### src/rtl/sprite_line_engine.sv
// Per-scanline sprite renderer: scans a 32-entry attribute table on each line start and
// streams every covering sprite's row out of the shared sprite ROM into the ping-pong line buffer.
module sprite_line_engine #(
  parameter int N_SPR    = 32,
  parameter int SPR_W    = 32,
  parameter int H_ACTIVE = 640
) (
  input  logic        clk,
  input  logic        reset,
  input  logic        attr_we,
  input  logic [4:0]  attr_addr,
  input  logic [25:0] attr_wdata,
  input  logic        line_start,
  input  logic [9:0]  next_line,
  output logic [5:0]  n_sprite,
  output logic [9:0]  spr_line,
  output logic [5:0]  spr_pixel,
  input  logic [3:0]  color_code,
  output logic        lb_we,
  output logic [9:0]  lb_addr,
  output logic [3:0]  lb_data,
  output logic        lb_sel,
  output logic        busy,
  output logic        done,
  output logic        overrun
);

  localparam int              IW       = $clog2(N_SPR);
  localparam logic [IW-1:0]   LAST_IDX = IW'(N_SPR - 1);
  localparam logic [5:0]      LAST_PIX = 6'(SPR_W - 1);
  localparam logic [10:0]     SPR_H    = 11'(SPR_W);
  localparam logic [10:0]     H_LIM    = 11'(H_ACTIVE);

  typedef enum logic [2:0] {IDLE, SCAN, DRAW, DRAIN, DONE} state_t;

  logic [25:0]   table_q [N_SPR];
  state_t        state_q;
  logic [IW-1:0] idx_q;
  logic [9:0]    line_q, x_q, spr_line_q, lb_addr_q;
  logic [5:0]    n_sprite_q, spr_pixel_q;
  logic          valid_q, lb_sel_q, busy_q, done_q, overrun_q;

  logic [25:0]   entry_d;
  logic [10:0]   line_ext_d, y_ext_d, pix_addr_d;
  logic [9:0]    row_d;
  logic          hit_d;

  // Vertical hit test is done at 11 bits so y near the bottom never wraps onto the top lines.
  assign entry_d    = table_q[idx_q];
  assign line_ext_d = {1'b0, line_q};
  assign y_ext_d    = {1'b0, entry_d[19:10]};
  assign row_d      = line_q - entry_d[19:10];
  assign hit_d      = (entry_d[25:20] != 6'd0) && (line_ext_d >= y_ext_d) &&
                      (line_ext_d < y_ext_d + SPR_H);
  assign pix_addr_d = {1'b0, x_q} + {5'd0, spr_pixel_q};

  always_ff @(posedge clk) begin
    if (reset) begin
      for (int i = 0; i < N_SPR; i++) table_q[i] <= '0;
    end else if (attr_we) begin
      table_q[attr_addr] <= attr_wdata;
    end
  end

  // A restart while busy kills the in-flight pixel so the old line never leaks into the new buffer.
  always_ff @(posedge clk) begin
    if (reset) begin
      state_q     <= IDLE;
      idx_q       <= '0;
      line_q      <= '0;
      x_q         <= '0;
      spr_line_q  <= '0;
      lb_addr_q   <= '0;
      n_sprite_q  <= '0;
      spr_pixel_q <= '0;
      valid_q     <= 1'b0;
      lb_sel_q    <= 1'b0;
      busy_q      <= 1'b0;
      done_q      <= 1'b0;
      overrun_q   <= 1'b0;
    end else begin
      done_q    <= 1'b0;
      overrun_q <= 1'b0;
      valid_q   <= (state_q == DRAW) && (pix_addr_d < H_LIM);
      if (state_q == DRAW) lb_addr_q <= pix_addr_d[9:0];
      if (line_start) begin
        line_q    <= next_line;
        lb_sel_q  <= next_line[0];
        idx_q     <= '0;
        state_q   <= SCAN;
        busy_q    <= 1'b1;
        valid_q   <= 1'b0;
        overrun_q <= busy_q && (state_q != DONE);
      end else begin
        case (state_q)
          IDLE: ;
          SCAN: begin
            if (hit_d) begin
              n_sprite_q  <= entry_d[25:20];
              spr_line_q  <= row_d;
              x_q         <= entry_d[9:0];
              spr_pixel_q <= 6'd0;
              state_q     <= DRAW;
            end else if (idx_q == LAST_IDX) begin
              state_q <= DONE;
              done_q  <= 1'b1;
            end else begin
              idx_q <= idx_q + IW'(1);
            end
          end
          DRAW: begin
            if (spr_pixel_q == LAST_PIX) state_q <= DRAIN;
            else spr_pixel_q <= spr_pixel_q + 6'd1;
          end
          DRAIN: begin
            if (idx_q == LAST_IDX) begin
              state_q <= DONE;
              done_q  <= 1'b1;
            end else begin
              idx_q   <= idx_q + IW'(1);
              state_q <= SCAN;
            end
          end
          DONE: begin
            state_q <= IDLE;
            busy_q  <= 1'b0;
          end
          default: state_q <= IDLE;
        endcase
      end
    end
  end

  assign n_sprite  = n_sprite_q;
  assign spr_line  = spr_line_q;
  assign spr_pixel = spr_pixel_q;
  assign lb_we     = valid_q && (color_code != 4'd0) && !(line_start && busy_q);
  assign lb_addr   = lb_addr_q;
  assign lb_data   = valid_q ? color_code : 4'd0;
  assign lb_sel    = lb_sel_q;
  assign busy      = busy_q;
  assign done      = done_q;
  assign overrun   = overrun_q;

endmodule

### config.mk
export PLATFORM = sky130hd
export DESIGN_NAME = sprite_line_engine
export DESIGN_NICKNAME = d
export VERILOG_FILES = /design/src/rtl/sprite_line_engine.sv
export SDC_FILE = /design/constraint.sdc
export NUM_CORES = 1
export LEC_CHECK = 0
export ABC_CLOCK_PERIOD_IN_PS = 5900
export BUFFER_PORTS_ARGS = -buffer_cell sky130_fd_sc_hd__buf_2
export CAP_MARGIN = 20
export CORE_MARGIN = 5
export CORE_UTILIZATION = 55
export DETAILED_ROUTE_END_ITERATION = 8
export PLACE_DENSITY = 0.84
export SYNTH_ARGS = -nofsm -noshare
export SYNTH_HDL_FRONTEND = slang
export SYNTH_SLANG_ARGS = --single-unit
### constraint.sdc
create_clock -name clk -period 5.9 [get_ports clk]
set_input_delay 0.295 -clock clk [delete_from_list [all_inputs] [get_ports clk]]
set_output_delay 0.295 -clock clk [all_outputs]
set_load 0.05 [all_outputs]
# [After elaboration in Yosys (flattened, before gate mapping)]
# Memory sizes are Yosys's and may differ from the RTL's. A register that Yosys moved wholly into a read port is not among the register bits.
# Index checks and enable logic that the tools add are counted.
[op_classes] n_bitwise=2 reduce_logical=22 add_sub_neg=5 muxes=28 n_lt_le_gt_ge=3 n_eq_ne=15
[op_table] op="$mux W26" count=1
[op_table] op="$reduce_or A26 Y1" count=1
[op_table] op="$mux W5" count=5
[op_table] op="$mux W3" count=4
[op_table] op="$mux W6" count=2
[op_table] op="$pmux W3 S4" count=1
[op_table] op="$pmux W6 S2" count=1
[op_table] op="$add A10 B6 Y11" count=1
[op_table] op="$add A10 B6 Y11 const B" count=1
[op_table] op="$lt A10 B11 Y1" count=1
[op_table] op="$lt A11 B10 Y1 const B" count=1
[op_table] op="$mux W1" count=11
[op_table] op="$ge A10 B10 Y1" count=1
[op_table] op="$pmux W5 S2" count=1
[op_table] op="$sub A10 B10 Y10" count=1
[op_table] op="$reduce_and A3 Y1" count=3
[op_table] op="$ne A2 B2 Y1 const B" count=4
[op_table] op="$logic_and A1 B1 Y1" count=7
[op_table] op="$add A6 B1 Y6 const B" count=1
[op_table] op="$eq A3 B2 Y1 const B" count=2
[op_table] op="$eq A6 B5 Y1 const B" count=1
[op_table] op="$ne A3 B3 Y1 const B" count=2
[op_table] op="$reduce_bool A2 Y1" count=3
[op_table] op="$reduce_bool A6 Y1" count=1
[op_table] op="16 further kinds" count=18
[word_totals] reg_bits=65 input_bits=49 mem_count=1 out_inout_bits=41 elab_cells=90 ramBits=832
[mem_list] name="table_q" words=32 word_bits=26 read_ports=1 rd_clocked_by_memory_dff=1 wr=32 line="36" source="logic [25:0] table_q [N_SPR];"

# [Logic depth before layout (Yosys ltp)]
# Gate-level depths: netlist (run 1).
[logic_depth] word_depth=7 mapped_depth=24 ltp_nobuf=16

# [Least setup slack after synthesis (run 1)]
# OpenSTA, ideal clock, no wires.
[synth_timing] path_kind="register to register" startpoint="register with a tool-made name" endpoint="register spr_line_q[3] (netlist: spr_line[3])" arrival_time_ns=5.336 setup_time_ns=0.128 synth_period_minus_slack_ns=5.464 stages_incl_launch_ff=25 n_path_buf=8 t_required_ns=5.772 slack_ns=0.436 path_cell_list="dfxtp_1 > buf_6 > buf_6 > buf_6 > buf_2 > buf_2 > buf_1 > mux4_2 > mux4_2 > mux2_2 > ha_1 > inv_1 > fa_1 > a21o_1 > a21oi_1 > o21ai_0 > a21oi_1 > o21ai_0 > a21oi_1 > or4_1 > buf_2 > nor2_4 > buf_4 > mux2i_1 > nor2_1"
[synth_lines] element="end signal: assignment" line="100" source="spr_line_q <= row_d;"
[synth_lines] element="end: declaration" line="39" source="logic [9:0] line_q, x_q, spr_line_q, lb_addr_q;"

==> impl_metrics.csv, run 1 <==
group,metric,value,unit
floorplanning,rows,100,
placed_design,postPlaceCellArea,0.0424,mm^2
yosys,ys_seq_elements,901,
clock_network,postCtsSetupBuffers,0,
yosys,synth_nets,2798,
clock_network,cts.clk_slew.worst_paths,0.06,ns
clock_network,cts-resized-gates,0,
yosys,yosysSeqAreaShare,63.9,%
final_layout,area_delta_synth_final,10.1,%
yosys,ys_types,60,
clock_network,clock_path_buffers,3,
sta,tns,0,ns
floorplanning,start_util,55.4,%
outcome,status,"completed",
grt,grt_pass1_vias,25000,
grt,grt_pass1_wl,160000,um
critical_path,crit_path_end_kind,"flop",
route,drtIter0Drc,3428,
floorplanning,io_pins,90,
grt,antenna_found_initial,8,
run,cap_violations,0,
route,wl,109000,um
clock_network,cts_tree,"yes",
route,drc,0,
placed_design,hpwl,64100,um
route,via_count,24400,
grt,grtUsageTotal,26.7,%
critical_path,critPathKind,"reg2reg",
sta,finalHoldViolCount,0,
yosys,async_flop_share,0,%
yosys,synthCells,2723,
floorplanning,die_h,284,um
sta,whs,0.168,ns
route,final_antenna_net_count,0,
final_layout,drive_gt1_share,19.9,%
sta,period_share,89.0,%
route,dr.pass1.iters,6,
sta,relSlewSlack,29.1,%
sta,setup_ws,0.649,ns
pwr,ir_drop,0.264,mV
critical_path,crit_required,6.47,ns
clock_network,htreeDepth,3,
route,wire_per_inst,28.7,um
floorplanning,core-area,0.0744,mm^2
yosys,postSynthAreaPerCell,15.1,um^2
placed_design,place_ws,0.653,ns
sta,skew,0.0311,ns
critical_path,worstPathArrival,5.82,ns
yosys,synth_warnings,0,
floorplanning,dieArea,0.0806,mm^2
placed_design,portBuffers,89,
pwr,cellPowerDensity,305,mW/mm^2
sta,min_period,5.25,ns
sta,setup_viol,0,
placed_design,place.gp.congestion,0.887,
route,via_per_inst,6.43,
hold_path,worstHoldPathType,"in2reg",
pwr,leakage,0.0156,uW
yosys,synth-main-ff-cell,"edfxtp_1",
clock_network,insertion_delay,0.67,ns
critical_path,worstSetupStartpointType,"flop",
critical_path,crit_fanout,36,
sta,rsz0062_at_grt,"false",
final_layout,finalInstanceArea,0.0454,mm^2
clock_network,cts-root-buf,"clkbuf_16",
sta,max_freq,190,MHz
final_layout,fin_nets,2818,
sta,tightest_slew,1.06,ns
clock_network,numCtsBuffers,89,
grt,grt_max_degree,50,
grt,grt-ovfl-total,0,
clock_network,clock-sinks,901,
floorplanning,die_x,284,um
yosys,syn_area,0.0413,mm^2
yosys,synth_edf_count,832,
sta,drv_slew,0,
synth_stat cells, drive strengths merged, types with 11 or more instances:
cell type / number / area (um^2)
a211oi: 22 / 175
a21oi: 36 / 203
a22oi: 18 / 135
and2: 837 / 5240
buf: 43 / 287
clkbuf: 188 / 706
dfxtp: 69 / 1380
edfxtp: 832 / 25000
ha: 24 / 300
inv: 15 / 56.3
mux2i: 83 / 835
mux4: 225 / 5070
nand2: 33 / 124
nand3: 27 / 135
nor2: 99 / 379
nor3: 20 / 105
o21ai: 13 / 65.1
or2: 36 / 228
xnor2: 11 / 96.3
placed cells by master (no fill, tap or decap), drive strengths merged, types with 3 or more instances in the layout:
master and count:
a211oi 22, a21o 10, a21oi 36, a221oi 7, a22o 6, a22oi 18
a41oi 3, and2 837, and3 3, and4 4, buf 150, bufinv 5
clkbuf 120, clkinv 36, dfxtp 69, diode 6, dlygate4sd3 10, edfxtp 832
ha 24, inv 16, mux2i 83, mux4 225, nand2 33, nand2b 6
nand3 27, nand3b 5, nand4 3, nor2 99, nor2b 7, nor3 20
nor3b 4, nor4 3, o21a 3, o21ai 13, or2 36, or3 3
or3b 4, xnor2 11, xor2 5
registers in the layout, indices dropped and copies added (netlist names), named ones only:
name,flops
state_q,3
done,1
x_q,10
lb_addr,10
spr_pixel,6
spr_line,10
table_q,832
idx_q,5
busy,1
valid_q,1
overrun,1
line_q,10
n_sprite,6
worst max-delay path, cell delays in order (launching register included):
cell and delay, ns:
dfxtp_4 0.68, buf_12 0.33, buf_4 0.34, buf_4 0.35, mux4_2 0.55, mux4_2 0.48, mux2i_1 0.34, xor2_1 0.13
ha_1 0.32, and4_1 0.19, o21ai_0 0.19, a21oi_4 0.29, nor2_4 0.12, buf_12 0.18, or2_4 0.29, a311oi_2 0.24
final timing paths:
check | depth (start not counted) | slack [ns] | endpoint | from
worst max-delay path | 15 | 0.65 | spr_pixel[4]$_SDFFE_PP0P_ | flop
worst min register to register | 2 | 0.45 | lb_addr[6]$_SDFFE_PP0P_ | lb_addr[6]$_SDFFE_PP0P_
worst max register to register | 15 | 0.65 | spr_pixel[4]$_SDFFE_PP0P_ | flop
worst min-delay path | 3 | 0.17 | overrun$_SDFF_PP0_ | line_start
logic make-up (layout without fill, tap and decap cells):
| family | count (synthesis) | in the layout | share of synthesized area (%) |
|---|---|---|---|
| fa+ha+maj | 26 | 26 | 0.825 |
| other cells | 0 | 6 | 0 |
| xor+xnor | 16 | 16 | 0.340 |
| simple gates | 1098 | 1098 | 15.9 |
| flops | 901 | 901 | 63.9 |
| mux | 310 | 310 | 14.4 |
| compound gates | 126 | 126 | 2.15 |
| buf+inv | 246 | 339 | 2.54 |
stage by stage:
stage,total power (uW),utilization [%],cells
after floorplan,8040,-,2723
after global placement,8320,57.0,3610
after detailed placement,8370,57.0,3610
after CTS,13900,61.0,3784
after global routing,14200,61.0,3787
final,13800,61.0,3791
metal layers:
| layer | vias up | track usage [%] | part of all wire [%] |
|---|---|---|---|
| met1 | 12200 | 35.1 | 35 |
| met4 | 8 | 10.3 | 4.1 |
| li1 | 10000 | - | - |
| met5 | - | 0 | 0.054 |
| met2 | 1796 | 43.6 | 48 |
| met3 | 315 | 6.68 | 13 |
final cells by class:
type / count / area, um^2
diodes: 6 / 15.0
clock buffers: 120 / 2470
fillers: 5070 / 29000
repair buffers: 160 / 1070
well taps: 969 / 1210
inverters: 15 / 56.3
clock inverters: 44 / 385
multi-input cells: 1576 / 13800
flip-flops and latches: 901 / 26400
repair_timing:
| action | CTS | global route |
|---|---|---|
| endpoints found under the setup margin | 0 | 0 |
| endpoints found under the hold margin | 10 | 0 |
| hold buffers | 10 | 0 |
power breakdown:
part | switching [uW] | internal (uW)
logic | 548 | 312
registers | 114 | 7290
clock network | 2420 | 3160
total | 3080 | 10800
(Power assumes the default switching activity.)
==> run 2: changes to the inputs <==
- ABC_CLOCK_PERIOD_IN_PS: 5900 -> 5650
- CORE_UTILIZATION: 55 -> 53
- PLACE_DENSITY: 0.84 -> 0.79
- clock period: 5.9 -> 5.65 ns (I/O delays scaled with it)
==> run 2 against run 1 <==
Effect of this change:
- sequential cell count unchanged
- total power rose by 5.1%
- clock skew down 0.00074 ns
- final cell count up 1.7%
- critical path type unchanged
- worst hold slack lost 0.029 ns
- die area up 3.6%
==> impl_metrics.csv, run 2 (synthesis results as in run 1) <==
group,metric,value,unit
grt,grt_pass1_wl,162000,um
critical_path,crit_required,6.16,ns
final_layout,area_delta_synth_final,10.5,%
grt,grt_pass1_vias,24400,
pwr,leakage,0.0156,uW
sta,skew,0.0304,ns
floorplanning,die_x,289,um
clock_network,cts-root-buf,"clkbuf_16",
route,final_antenna_net_count,0,
hold_path,min-delay-start,"line_start",
route,drtIter0Drc,3099,
route,wire_per_inst,28.6,um
sta,rsz0062_at_grt,"false",
outcome,status,"completed",
final_layout,layout_common_cells,"and2_1, edfxtp_1, mux4_2, clkbuf_16, buf_2",
hold_path,worstHoldEndpoint,"overrun$_SDFF_PP0_",
route,dr.pass1.iters,5,
critical_path,critPathKind,"reg2reg",
sta,setup_viol,0,
floorplanning,die_h,289,um
route,wl,110000,um
hold_path,worstHoldPathType,"in2reg",
clock_network,insertion_delay,0.65,ns
hold_path,whs_path_depth,3,
clock_network,cts.clk_slew.worst_paths,0.06,ns
sta,setup_ws,0.359,ns
route,via_count,24200,
clock_network,cts_tree,"yes",
run,cap_violations,0,
critical_path,crit_fanout,34,
grt,antenna_found_initial,10,
sta,drv_slew,0,
critical_path,slowest_delay,0.62,ns
critical_path,critPathSlowestCell,"or4_1",
clock_network,clock_path_buffers,3,
placed_design,hpwl,64500,um
clock_network,postCtsSetupBuffers,0,
critical_path,crit_path_end_kind,"flop",
critical_path,ff2ff_setup_slack,0.36,ns
critical_path,critical_path.top_delay_family,"multiplexers",
grt,grt_max_degree,69,
clock_network,numCtsBuffers,87,
critical_path,worstSetupStartpointType,"flop",
sta,tightest_slew,1.14,ns
sta,finalHoldViolCount,0,
floorplanning,start_util,53.3,%
sta,max_freq,189,MHz
critical_path,crit_cells,16,
pwr,cellPowerDensity,319,mW/mm^2
grt,grt-ovfl-total,0,
critical_path,rr_endpoint,"spr_line[1]$_SDFFE_PP0P_",
final_layout,top_register,"table_q",
route,via_per_inst,6.28,
clock_network,htreeDepth,3,
clock_network,clock-sinks,901,
final_layout,fin_nets,2818,
floorplanning,core-area,0.0773,mm^2
final_layout,final_common_cell,"and2_1",
final_layout,drive_gt1_share,20.3,%
grt,grtUsageTotal,26.4,%
sta,relSlewSlack,23.9,%
critical_path,worstPathArrival,5.80,ns
critical_path,path_buf_inv,3,
placed_design,place_ws,0.412,ns
placed_design,portBuffers,89,
critical_path,crit_path_cell_trace,"buf_12 -> buf_4 -> mux4_2 -> mux4_2 -> mux2i_1 -> ha_1 -> nand4_1 -> o21ai_0 -> a21oi_1 -> o21ai_0 -> a21oi_1 -> or4_1 -> nor2_4 -> buf_12 -> mux2i_1 -> nor2_1",
placed_design,place.gp.congestion,0.913,
floorplanning,dieArea,0.0835,mm^2
floorplanning,io_pins,90,
final_layout,largest_register_ffs,832,
sta,min_period,5.29,ns
sta,period_share,93.6,%
pwr,ir_drop,0.234,mV
critical_path,rr_worst_depth,16,
floorplanning,rows,102,
route,drc,0,
sta,tns,0,ns
-- run 2: through the flow --
stage / util, % / std cells / cell area, um^2 / power (uW) / hold slack [ns]
after global routing: 58.9 / 3851 / 45600 / 14900 / 0.154
final: 58.9 / 3857 / 45600 / 14500 / 0.140
after CTS: 58.9 / 3850 / 45600 / 14500 / 0.121
after global placement: 55.1 / 3684 / 42600 / 8700 / 0.438
after detailed placement: 55.1 / 3684 / 42600 / 8760 / 0.457
after floorplan: - / 2723 / 41300 / 8390 / 0.430
-- run 2: cell type report --
type                    instances  area [um^2]
inverters                      15         56.3
multi-input cells            1576        13900
repair buffers                162         1090
diodes                          7         17.5
flip-flops and latches        901        26400
fillers                      5553        31800
clock buffers                  99         2290
well taps                    1040         1300
clock inverters                57          567
-- run 2: how the worst max path moves through the flow --
stage	from	endpoint	slack (ns)
after detailed placement	flop	x_q[7]$_SDFFE_PP0P_	0.41
after global routing	flop	x_q[8]$_SDFFE_PP0P_	0.02
after global placement	flop	spr_line[3]$_SDFFE_PP0P_	0.43
after CTS	flop	x_q[7]$_SDFFE_PP0P_	0.40
final	flop	spr_line[1]$_SDFFE_PP0P_	0.36
after floorplan	flop	spr_line[3]$_SDFFE_PP0P_	0.19
-- run 2: metal layers --
metal  GRT usage, %  part of all wire (%)
met1           35.7                    36
met2           42.5                    48
met3           6.92                    13
met4           8.77                   3.3
met5              0                 0.023
-- run 2: worst min-delay path: stages --
cell and delay [ns]:
buf_2 0.25, nand2_1 0.15, nor3b_1 0.05
-- run 2: power by group --
part	internal, uW	switching [uW]
combinational	328	588
sequential	7620	114
clock	3400	2500
total	11300	3200
-- run 2: what timing repair did --
action                    in CTS  in global routing
gates resized for setup        0                  0
hold endpoints to repair      10                  0
hold buffers                  10                  0
